### config.mk
export PLATFORM = sky130hd
export DESIGN_NAME = traffic_interval_timer_flat
export DESIGN_NICKNAME = d
export VERILOG_FILES = /design/src/rtl/traffic_pkg.sv /design/src/rtl/traffic_interval_timer_if.sv /design/src/rtl/traffic_interval_timer_prescaler.sv /design/src/rtl/traffic_interval_timer.sv /design/src/flat_wrapper.sv
export SDC_FILE = /design/constraint.sdc
export NUM_CORES = 1
export LEC_CHECK = 0
export CORE_AREA = 2 2 58 60
export DETAILED_ROUTE_END_ITERATION = 8
export DIE_AREA = 0 0 60 62
export SYNTH_ARGS = -nofsm -noshare
export SYNTH_HDL_FRONTEND = slang
export SYNTH_HIERARCHICAL = 1
export SYNTH_SLANG_ARGS = --single-unit
export TNS_END_PERCENT = 10
### constraint.sdc
create_clock -name clk -period 2.4 [get_ports clk]
set_clock_uncertainty 0.2 [all_clocks]
set_input_delay 0.24 -clock clk [delete_from_list [all_inputs] [get_ports clk]]
set_output_delay 0.24 -clock clk [all_outputs]
set_load 0.02 [all_outputs]
### src/rtl/traffic_pkg.sv
`default_nettype none
// ============================================================================
// Module      : traffic_pkg
// Description : Shared definitions for the traffic light interval timer and
//               the controller FSM that drives it: selector encodings,
//               field widths, reset durations, the timer state type and a
//               helper that resolves an interval selector to a load value.
// Revision    : 1.0  initial release
// ============================================================================
package traffic_pkg;

    // Field widths: programmed durations and the countdown value
    localparam int TIME_W = 4;
    localparam int REM_W  = 5;

    // Interval / parameter selector encodings
    localparam logic [1:0] SEL_BASE = 2'b00;
    localparam logic [1:0] SEL_EXT  = 2'b01;
    localparam logic [1:0] SEL_YEL  = 2'b10;
    localparam logic [1:0] SEL_DBL  = 2'b11;

    // Reset durations in seconds (all nonzero)
    localparam logic [TIME_W-1:0] DEF_BASE = 4'd6;
    localparam logic [TIME_W-1:0] DEF_EXT  = 4'd3;
    localparam logic [TIME_W-1:0] DEF_YEL  = 4'd2;

    // Countdown FSM states
    typedef enum logic [0:0] {
        IDLE = 1'b0,
        RUN  = 1'b1
    } tmr_state_e;

    // Seconds to load for a given selector; the double-base choice is the
    // base value shifted left one place, which is why REM_W is one bit wider.
    function automatic logic [REM_W-1:0] interval_load(
        input logic [1:0]        sel,
        input logic [TIME_W-1:0] base,
        input logic [TIME_W-1:0] ext,
        input logic [TIME_W-1:0] yel
    );
        logic [REM_W-1:0] val;
        val = '0;
        case (sel)
            SEL_BASE: val = {1'b0, base};
            SEL_EXT:  val = {1'b0, ext};
            SEL_YEL:  val = {1'b0, yel};
            default:  val = {base, 1'b0};
        endcase
        return val;
    endfunction

endpackage
`default_nettype wire

### src/rtl/traffic_interval_timer_if.sv
`default_nettype none
// ============================================================================
// Module      : traffic_interval_timer_if
// Description : Controller <-> interval timer bundle.
//   reprogram           : level, write time_value into selected register
//   time_param_selector : register to write (00 base, 01 ext, 10 yel)
//   time_value          : new duration in seconds
//   start               : one-cycle request to load and run an interval
//   interval_sel        : interval to run (11 = double base)
//   busy                : interval running
//   expired             : one-cycle completion pulse
//   remaining           : seconds left in current interval
//   tick_1s             : free-running one-second pulse
//   master modport = controller side, slave modport = timer side.
// Revision    : 1.0  initial release
// ============================================================================
interface traffic_interval_timer_if;
    import traffic_pkg::*;

    logic                reprogram;
    logic [1:0]          time_param_selector;
    logic [TIME_W-1:0]   time_value;
    logic                start;
    logic [1:0]          interval_sel;
    logic                busy;
    logic                expired;
    logic [REM_W-1:0]    remaining;
    logic                tick_1s;

    modport master (
        output reprogram, time_param_selector, time_value, start, interval_sel,
        input  busy, expired, remaining, tick_1s
    );

    modport slave (
        input  reprogram, time_param_selector, time_value, start, interval_sel,
        output busy, expired, remaining, tick_1s
    );

endinterface
`default_nettype wire

### src/rtl/traffic_interval_timer_prescaler.sv
`default_nettype none
// ============================================================================
// Module      : tick_prescaler
// Description : Divides the system clock down to a one-second tick. The
//               counter runs 0..TICK_DIV-1 and wraps; tick_o is asserted
//               combinationally during the last count. clear_i restarts the
//               count at 0 so an interval begins on a whole-second boundary.
//   clk      : system clock
//   rst_n    : asynchronous active-low reset
//   clear_i  : restart count at 0 on this edge
//   tick_o   : one-cycle pulse every TICK_DIV cycles
// Revision    : 1.0  initial release
// ============================================================================
module tick_prescaler #(
    parameter int TICK_DIV = 4
) (
    input  wire logic clk,
    input  wire logic rst_n,
    input  wire logic clear_i,
    output logic      tick_o
);

    localparam int                CNT_W  = (TICK_DIV > 2) ? $clog2(TICK_DIV) : 1;
    localparam logic [CNT_W-1:0]  C_LAST = CNT_W'(TICK_DIV - 1);

    logic [CNT_W-1:0] count_q;
    logic [CNT_W-1:0] count_d;

    always_comb begin
        count_d = count_q + CNT_W'(1);
        if (clear_i || (count_q == C_LAST)) begin
            count_d = '0;
        end
    end

    always_ff @(posedge clk or negedge rst_n) begin
        if (!rst_n) begin
            count_q <= '0;
        end else begin
            count_q <= count_d;
        end
    end

    assign tick_o = (count_q == C_LAST);

endmodule
`default_nettype wire

### src/rtl/traffic_interval_timer.sv
`default_nettype none
// ============================================================================
// Module      : traffic_interval_timer
// Description : Programmable interval timer feeding the traffic light
//               controller. Holds the base / extended / yellow durations,
//               derives the one-second tick and counts a requested interval,
//               returning a one-cycle expiry pulse.
//   clk    : system clock
//   rst_n  : asynchronous active-low reset
//   tmr_if : controller bundle (slave side); see traffic_interval_timer_if
// Revision    : 1.0  initial release
// ============================================================================
module traffic_interval_timer #(
    parameter int          TICK_DIV = 4,
    parameter logic [3:0]  DEF_BASE = traffic_pkg::DEF_BASE,
    parameter logic [3:0]  DEF_EXT  = traffic_pkg::DEF_EXT,
    parameter logic [3:0]  DEF_YEL  = traffic_pkg::DEF_YEL
) (
    input  wire logic                 clk,
    input  wire logic                 rst_n,
    traffic_interval_timer_if.slave   tmr_if
);
    import traffic_pkg::*;

    logic [TIME_W-1:0] base_q;
    logic [TIME_W-1:0] ext_q;
    logic [TIME_W-1:0] yel_q;

    tmr_state_e        state_q;
    tmr_state_e        state_d;
    logic [REM_W-1:0]  rem_q;
    logic [REM_W-1:0]  rem_d;
    logic              exp_q;
    logic              exp_d;
    logic              tick;

    // Starting an interval clears the prescaler so the first decrement
    // lands exactly TICK_DIV cycles after the start edge.
    tick_prescaler #(
        .TICK_DIV (TICK_DIV)
    ) u_prescaler (
        .clk     (clk),
        .rst_n   (rst_n),
        .clear_i (tmr_if.start),
        .tick_o  (tick)
    );

    // Duration registers. A zero value or the reserved selector is dropped.
    // The load path below reads the current register contents, so a start
    // on the same edge as a write still picks up the old value.
    always_ff @(posedge clk or negedge rst_n) begin
        if (!rst_n) begin
            base_q <= DEF_BASE;
            ext_q  <= DEF_EXT;
            yel_q  <= DEF_YEL;
        end else if (tmr_if.reprogram && (tmr_if.time_value != '0)) begin
            case (tmr_if.time_param_selector)
                SEL_BASE: base_q <= tmr_if.time_value;
                SEL_EXT:  ext_q  <= tmr_if.time_value;
                SEL_YEL:  yel_q  <= tmr_if.time_value;
                default:  ;
            endcase
        end
    end

    // Countdown FSM: next state / outputs
    always_comb begin
        state_d = state_q;
        rem_d   = rem_q;
        exp_d   = 1'b0;

        if (tmr_if.start) begin
            // Reload (also a retrigger). The running interval still reports
            // completion if this edge was its final decrement.
            state_d = RUN;
            rem_d   = interval_load(tmr_if.interval_sel, base_q, ext_q, yel_q);
            if ((state_q == RUN) && tick && (rem_q == REM_W'(1))) begin
                exp_d = 1'b1;
            end
        end else if ((state_q == RUN) && tick) begin
            rem_d = rem_q - REM_W'(1);
            if (rem_q == REM_W'(1)) begin
                state_d = IDLE;
                exp_d   = 1'b1;
            end
        end
    end

    // Countdown FSM: state register
    always_ff @(posedge clk or negedge rst_n) begin
        if (!rst_n) begin
            state_q <= IDLE;
            rem_q   <= '0;
            exp_q   <= 1'b0;
        end else begin
            state_q <= state_d;
            rem_q   <= rem_d;
            exp_q   <= exp_d;
        end
    end

    assign tmr_if.busy      = (state_q == RUN);
    assign tmr_if.expired   = exp_q;
    assign tmr_if.remaining = rem_q;
    assign tmr_if.tick_1s   = tick;

endmodule
`default_nettype wire

### src/flat_wrapper.sv
// flat-port wrapper written by rule: the top's interface ports become plain ports
module traffic_interval_timer_flat import traffic_pkg::*;
#(
    parameter int          TICK_DIV = 4,
    parameter logic [3:0]  DEF_BASE = traffic_pkg::DEF_BASE,
    parameter logic [3:0]  DEF_EXT  = traffic_pkg::DEF_EXT,
    parameter logic [3:0]  DEF_YEL  = traffic_pkg::DEF_YEL
)
  (clk, rst_n, tmr_if_reprogram, tmr_if_time_param_selector, tmr_if_time_value, tmr_if_start, tmr_if_interval_sel, tmr_if_busy, tmr_if_expired, tmr_if_remaining, tmr_if_tick_1s);
  traffic_interval_timer_if tmr_if_i ();
  input  wire logic clk;
  input  wire logic rst_n;
  input wire logic [$bits(tmr_if_i.reprogram)-1:0] tmr_if_reprogram;
  input wire logic [$bits(tmr_if_i.time_param_selector)-1:0] tmr_if_time_param_selector;
  input wire logic [$bits(tmr_if_i.time_value)-1:0] tmr_if_time_value;
  input wire logic [$bits(tmr_if_i.start)-1:0] tmr_if_start;
  input wire logic [$bits(tmr_if_i.interval_sel)-1:0] tmr_if_interval_sel;
  output wire logic [$bits(tmr_if_i.busy)-1:0] tmr_if_busy;
  output wire logic [$bits(tmr_if_i.expired)-1:0] tmr_if_expired;
  output wire logic [$bits(tmr_if_i.remaining)-1:0] tmr_if_remaining;
  output wire logic [$bits(tmr_if_i.tick_1s)-1:0] tmr_if_tick_1s;
  assign tmr_if_i.reprogram = tmr_if_reprogram;
  assign tmr_if_i.time_param_selector = tmr_if_time_param_selector;
  assign tmr_if_i.time_value = tmr_if_time_value;
  assign tmr_if_i.start = tmr_if_start;
  assign tmr_if_i.interval_sel = tmr_if_interval_sel;
  assign tmr_if_busy = tmr_if_i.busy;
  assign tmr_if_expired = tmr_if_i.expired;
  assign tmr_if_remaining = tmr_if_i.remaining;
  assign tmr_if_tick_1s = tmr_if_i.tick_1s;
  traffic_interval_timer #(.TICK_DIV(TICK_DIV), .DEF_BASE(DEF_BASE), .DEF_EXT(DEF_EXT), .DEF_YEL(DEF_YEL)) u_core (.clk(clk), .rst_n(rst_n), .tmr_if(tmr_if_i));
endmodule
### After elaboration in Yosys (flattened, before gate mapping)

Cells that the tools add are included.

| cells by class | value |
|---|---|
| add/subtract/negate cells | 2 |
| eq/ne operators | 6 |
| mux-type cells | 11 |
| reductions and logical operators | 13 |

Operator list:

| operator | number |
|---|---|
| $pmux W5 S3 | 1 |
| $mux W5 | 2 |
| $reduce_and A2 Y1 | 4 |
| $mux W1 | 7 |
| $eq A2 B2 Y1 const B | 3 |
| $eq A5 B1 Y1 const B | 1 |
| $sub A5 B1 Y5 const B | 1 |
| $eq A2 B1 Y1 const B | 2 |
| $logic_not A2 Y1 | 2 |
| $reduce_bool A2 Y1 | 2 |
| $reduce_bool A4 Y1 | 1 |
| $logic_and A1 B1 Y1 | 3 |
| $add A2 B1 Y2 const B | 1 |
| $mux W2 | 1 |
| $logic_or A1 B1 Y1 | 1 |

| word-level totals | value |
|---|---|
| bits in registers | 21 |
| input port bits | 12 |
| output and inout port bits | 8 |
| logic and storage cells | 39 |

### Depth between registers and ports, before layout

| logic depth | value |
|---|---|
| depth after elaboration | 5 |
| gate-level depth with buffers | 5 |
| gate-level depth less buffers | 5 |

### Cells and area by module

Netlist, hierarchy kept.

Modules (own cells, without submodules):

| module | instances | cells an instance | area each (µm²) | sequential area each (µm²) |
|---|---|---|---|---|
| traffic_interval_timer | 1 | 70 | 954.7 | 481.7 |
| tick_prescaler | 1 | 5 | 85.1 | 50.0 |

### Worst setup path after synthesis

No wires, ideal clock.

| timing path | value |
|---|---|
| path type | register -> register |
| start point | register u_core.u_prescaler.count_q[0] |
| end point | register u_core.rem_q[3], in the netlist u_core/tmr_if.remaining[3] |
| setup time | 82 ps |
| data arrival time | 1505 ps |
| required time | 2118 ps |
| setup slack | 613 ps |
| stages on the path, launching flop included | 5 |
| path buffers | 0 |
| period minus slack after synthesis | 1787 ps |
| cell sequence | dfrtp_1 -> ha_1 -> nand3b_1 -> or4_1 -> a31oi_1 |

| on the way | value |
|---|---|
| longest elaborated chain between the ends | 3 |

Ends and longest elaborated chain:

| element | RTL line | source |
|---|---|---|
| from (decl) | traffic_interval_timer_prescaler.sv:26 | `logic [CNT_W-1:0] count_q;` |
| from (signal assigned) | traffic_interval_timer_prescaler.sv:40 | `count_q <= count_d;` |
| $eq A2 B2 Y1 | traffic_interval_timer_prescaler.sv:44 | `assign tick_o = (count_q == C_LAST);` |
| named net tmr_if_tick_1s | flat_wrapper.sv:21 | `output wire logic [$bits(tmr_if_i.tick_1s)-1:0] tmr_if_tick_1s;` |
| $logic_and A1 B1 Y1 | traffic_interval_timer.sv:80 | `end else if ((state_q == RUN) && tick) begin` |
| $reduce_bool A2 Y1 (no line) | - |  |
| to (signal assigned) | traffic_interval_timer.sv:97 | `rem_q <= rem_d;` |
| to (decl) | traffic_interval_timer.sv:31 | `logic [REM_W-1:0] rem_q;` |

The timed path passes the listed nets, and every way through them passes these cells.
A chain may end at the register's enable or synchronous reset.

### Final worst setup path

| timing path | value |
|---|---|
| start point | register u_core.u_prescaler.count_q[0] |
| end point | output port tmr_if_tick_1s |

| on the way | value |
|---|---|
| longest elaborated chain between the ends | 1 |

Ends and longest elaborated chain:

| element | RTL line |
|---|---|
| $eq A2 B2 Y1 | traffic_interval_timer_prescaler.sv:44 |
| to (decl) | flat_wrapper.sv:21 |

No other way between the ends.

==> metrics.md <==
| Metric | Value |
|---|---|
| Final Cell Area | `0.00134 mm^2` |
| Vias in the first global route | `734` |
| Mapped Nets | `90` |
| Worst endpoint required time | `1.96 ns` |
| Detail Route Antenna Nets | `0` |
| Most frequent cells in the layout | `clkdlybuf4s50_1, dfrtp_1, mux2_2` |
| CTS tree | `done` |
| Sw power | `0.255 mW` |
| Setup TNS Final | `0 ns` |
| # hold bufs at CTS | `0` |
| Unique masters post-synth | `30` |
| Post-synth EDFFs | `0` |
| Status | `completed` |
| CP Capture Type | `output port` |
| Crit path time final | `2.14 ns` |
| Die Area | `0.00372 mm^2` |
| Initial drt markers | `15` |
| Clk sinks | `21` |
| Chip height | `62 um` |
| Met2 Usage GRT | `21.3%` |
| Slew Limit Fails | `0` |
| DR DRC count | `0` |
| WP data arrival | `1.70 ns` |
| Via count | `715` |
| Maxcap violations | `0` |
| Global routing usage on met1 | `15.0%` |
| Final Hold Viols | `0` |
| H-tree levels | `1` |
| Resize count post-CTS | `0` |
| CP max FO | `8` |
| Worst-skew pair later-pin latency | `0.30 ns` |
| Worst-Margin Slew | `0.420 ns` |
| FF+latch count, synth | `21` |
| Sw Ratio | `28.8%` |
| Lkg Pwr | `0.539 nW` |
| Port Buf Inserts | `19` |
| DP HPWL | `1.51 mm` |
| Antenna cells | `0` |
| Synth Cell Area | `0.00104 mm^2` |
| Num CTS Buffers | `3` |
| Hold Slack | `0.0737 ns` |
| Synth top area share | `38.5%` |
| Setup Crit Path Kind | `reg2out` |
| Drt pass-1 iters | `4` |
| Max clock buf depth | `2` |
| F_max | `0.467 GHz` |
| Met3 Use GR | `2.28%` |
| Post-Place Cell Area | `0.00131 mm^2` |
| CTS root buffer | `clkbuf_4` |
| Final WL | `2.04 mm` |
| Rel. slew slack | `71.9%` |
| Reg power frac | `53.6%` |
| Clk pin slew, worst setup/hold paths | `0.12 ns` |
| Largest net degree at the start of global routing | `22` |
| Initial cell density of the core | `32.7%` |
| Syn Area/Cell | `13.9 um^2` |
| Antenna violations before repair | `0` |
| I/O pin count | `20` |
| Final Wtd Congestion | `0.783` |
| Share of cells above drive strength 1 | `29.7%` |
| Tcrit/Tclk final | `89.3%` |
| Worst min path class | `in2async` |
| Sequential element share of the synthesized area | `51.1%` |
| Critical path launch point type | `flip-flop` |
| # Post-CTS Setup Buffers | `0` |
| Total gr overflow | `0` |
| Row Count | `21` |
| Multi-input gate area | `493 um^2` |
| Most used DFF post-synth | `dfrtp_1` |
| Final core occ | `42.0%` |
| Setup violators final | `0` |
| Number of synthesis warnings | `6` |
| Commonest non-fill, non-tap cell in the layout | `clkdlybuf4s50_1` |
| All-layer global routing usage | `12.3%` |
| Max VDD drop | `296 uV` |
| Cell area power density | `662 mW/mm^2` |
| Drt wl/cell | `13.9 um` |
| Largest cells by area after synthesis | `dfrtp_1, mux2_2, dfstp_2, mux4_2, ha_1` |
| Comb power frac | `27.1%` |
| Core Box Area | `0.00318 mm^2` |
| Fin nets | `117` |
| Unrepaired setup endpoints after global routing | `false` |
| Area grow syn2layout | `28.5%` |
| Reg area | `532 um^2` |
| Die width | `60 um` |
| Cells after Synth | `75` |
| Fillers | `322` |
| Vias/cell | `4.86` |
| Int Pwr | `0.630 mW` |
| Most crowded layer after global routing | `met2` |
| Clock power frac | `19.3%` |
| Synth area leader | `dfrtp_1` |
| Async SR Flop Fraction | `100%` |
| First-pass GRT wire length | `3.35 mm` |
Yosys cell counts, drive strengths merged (2+ instances only):
master	count
inv	4
mux2	12
dfrtp	16
mux4	3
nand2	3
ha	3
dfstp	5
o21ai	3
nor3	2
a21oi	2
nor4b	2
a31oi	3
nand3b	2
worst paths after layout:
check	to	cells past startpoint	from	slack, ns
worst max-delay path	tmr_if_tick_1s	2	u_core/u_prescaler/count_q[0]	0.26
worst min-delay path	u_core/u_prescaler/count_q[0]	2	rst_n	0.07
worst max register to register	u_core/tmr_if.remaining[3]	4	u_core/u_prescaler/count_q[0]	0.58
worst min register to register	u_core/u_prescaler/count_q[0]	1	u_core/u_prescaler/count_q[0]	0.27
max in group asynchronous	u_core/base_q[2]	2	rst_n	1.65
min in group clk	u_core/u_prescaler/count_q[0]	1	u_core/u_prescaler/count_q[0]	0.27
logic make-up (layout without fill, tap and decap cells):
logic type	after synthesis	in the layout	synth area share [%]
xor+xnor	2	2	1.69
mux	16	16	20.5
flops	21	21	51.1
simple gates	17	17	14.2
compound gates	12	12	7.46
buf+inv	4	30	1.44
fa+ha+maj	3	3	3.61
metrics by stage:
stage	setup WS [ns]	std cells	power (mW)
2_1_floorplan	0.613	75	0.612
3_3_place_gp	0.333	143	0.717
3_5_place_dp	0.282	143	0.723
4_1_cts	0.248	147	0.896
5_1_grt	0.169	147	0.943
6_report	0.256	147	0.885
sequential cells by signal, indices dropped and copies added (netlist names):
name / cells
u_core/tmr_if.expired: 1
u_core/tmr_if.remaining: 5
u_core/u_prescaler/count_q: 2
u_core/base_q: 4
u_core/tmr_if.busy: 1
u_core/ext_q: 4
u_core/yel_q: 4
critical path, stage by stage (launching register included):
cell,delay (ns)
dfrtp_1,0.39
ha_1,0.34
clkdlybuf4s50_1,0.67
layout make-up:
class / instances / share of cell area [%]
inverters: 4 / 1.12
well taps: 46 / 4.31
clock buffers: 4 / 1.97
multi-input cells: 50 / 36.9
flip-flops and latches: 21 / 39.8
repair buffers: 22 / 15.9
metal layers:
| metal | routed length [um] | vias up |
|---|---|---|
| met1 | 925 | 356 |
| met5 | 0 | - |
| met2 | 988 | 23 |
| li1 | - | 334 |
| met4 | 10 | 0 |
| met3 | 117 | 2 |
power groups by stage:
| stage | clock (mW) | combinational [mW] | sequential (mW) |
|---|---|---|---|
| after floorplan | 0 | 0.125 | 0.488 |
| after global placement | 0 | 0.236 | 0.481 |
| after detailed placement | 0 | 0.240 | 0.483 |
| after CTS | 0.180 | 0.242 | 0.475 |
| after global routing | 0.198 | 0.261 | 0.484 |
| final | 0.171 | 0.240 | 0.474 |
No activity file was read; power rests on OpenSTA's default activity.
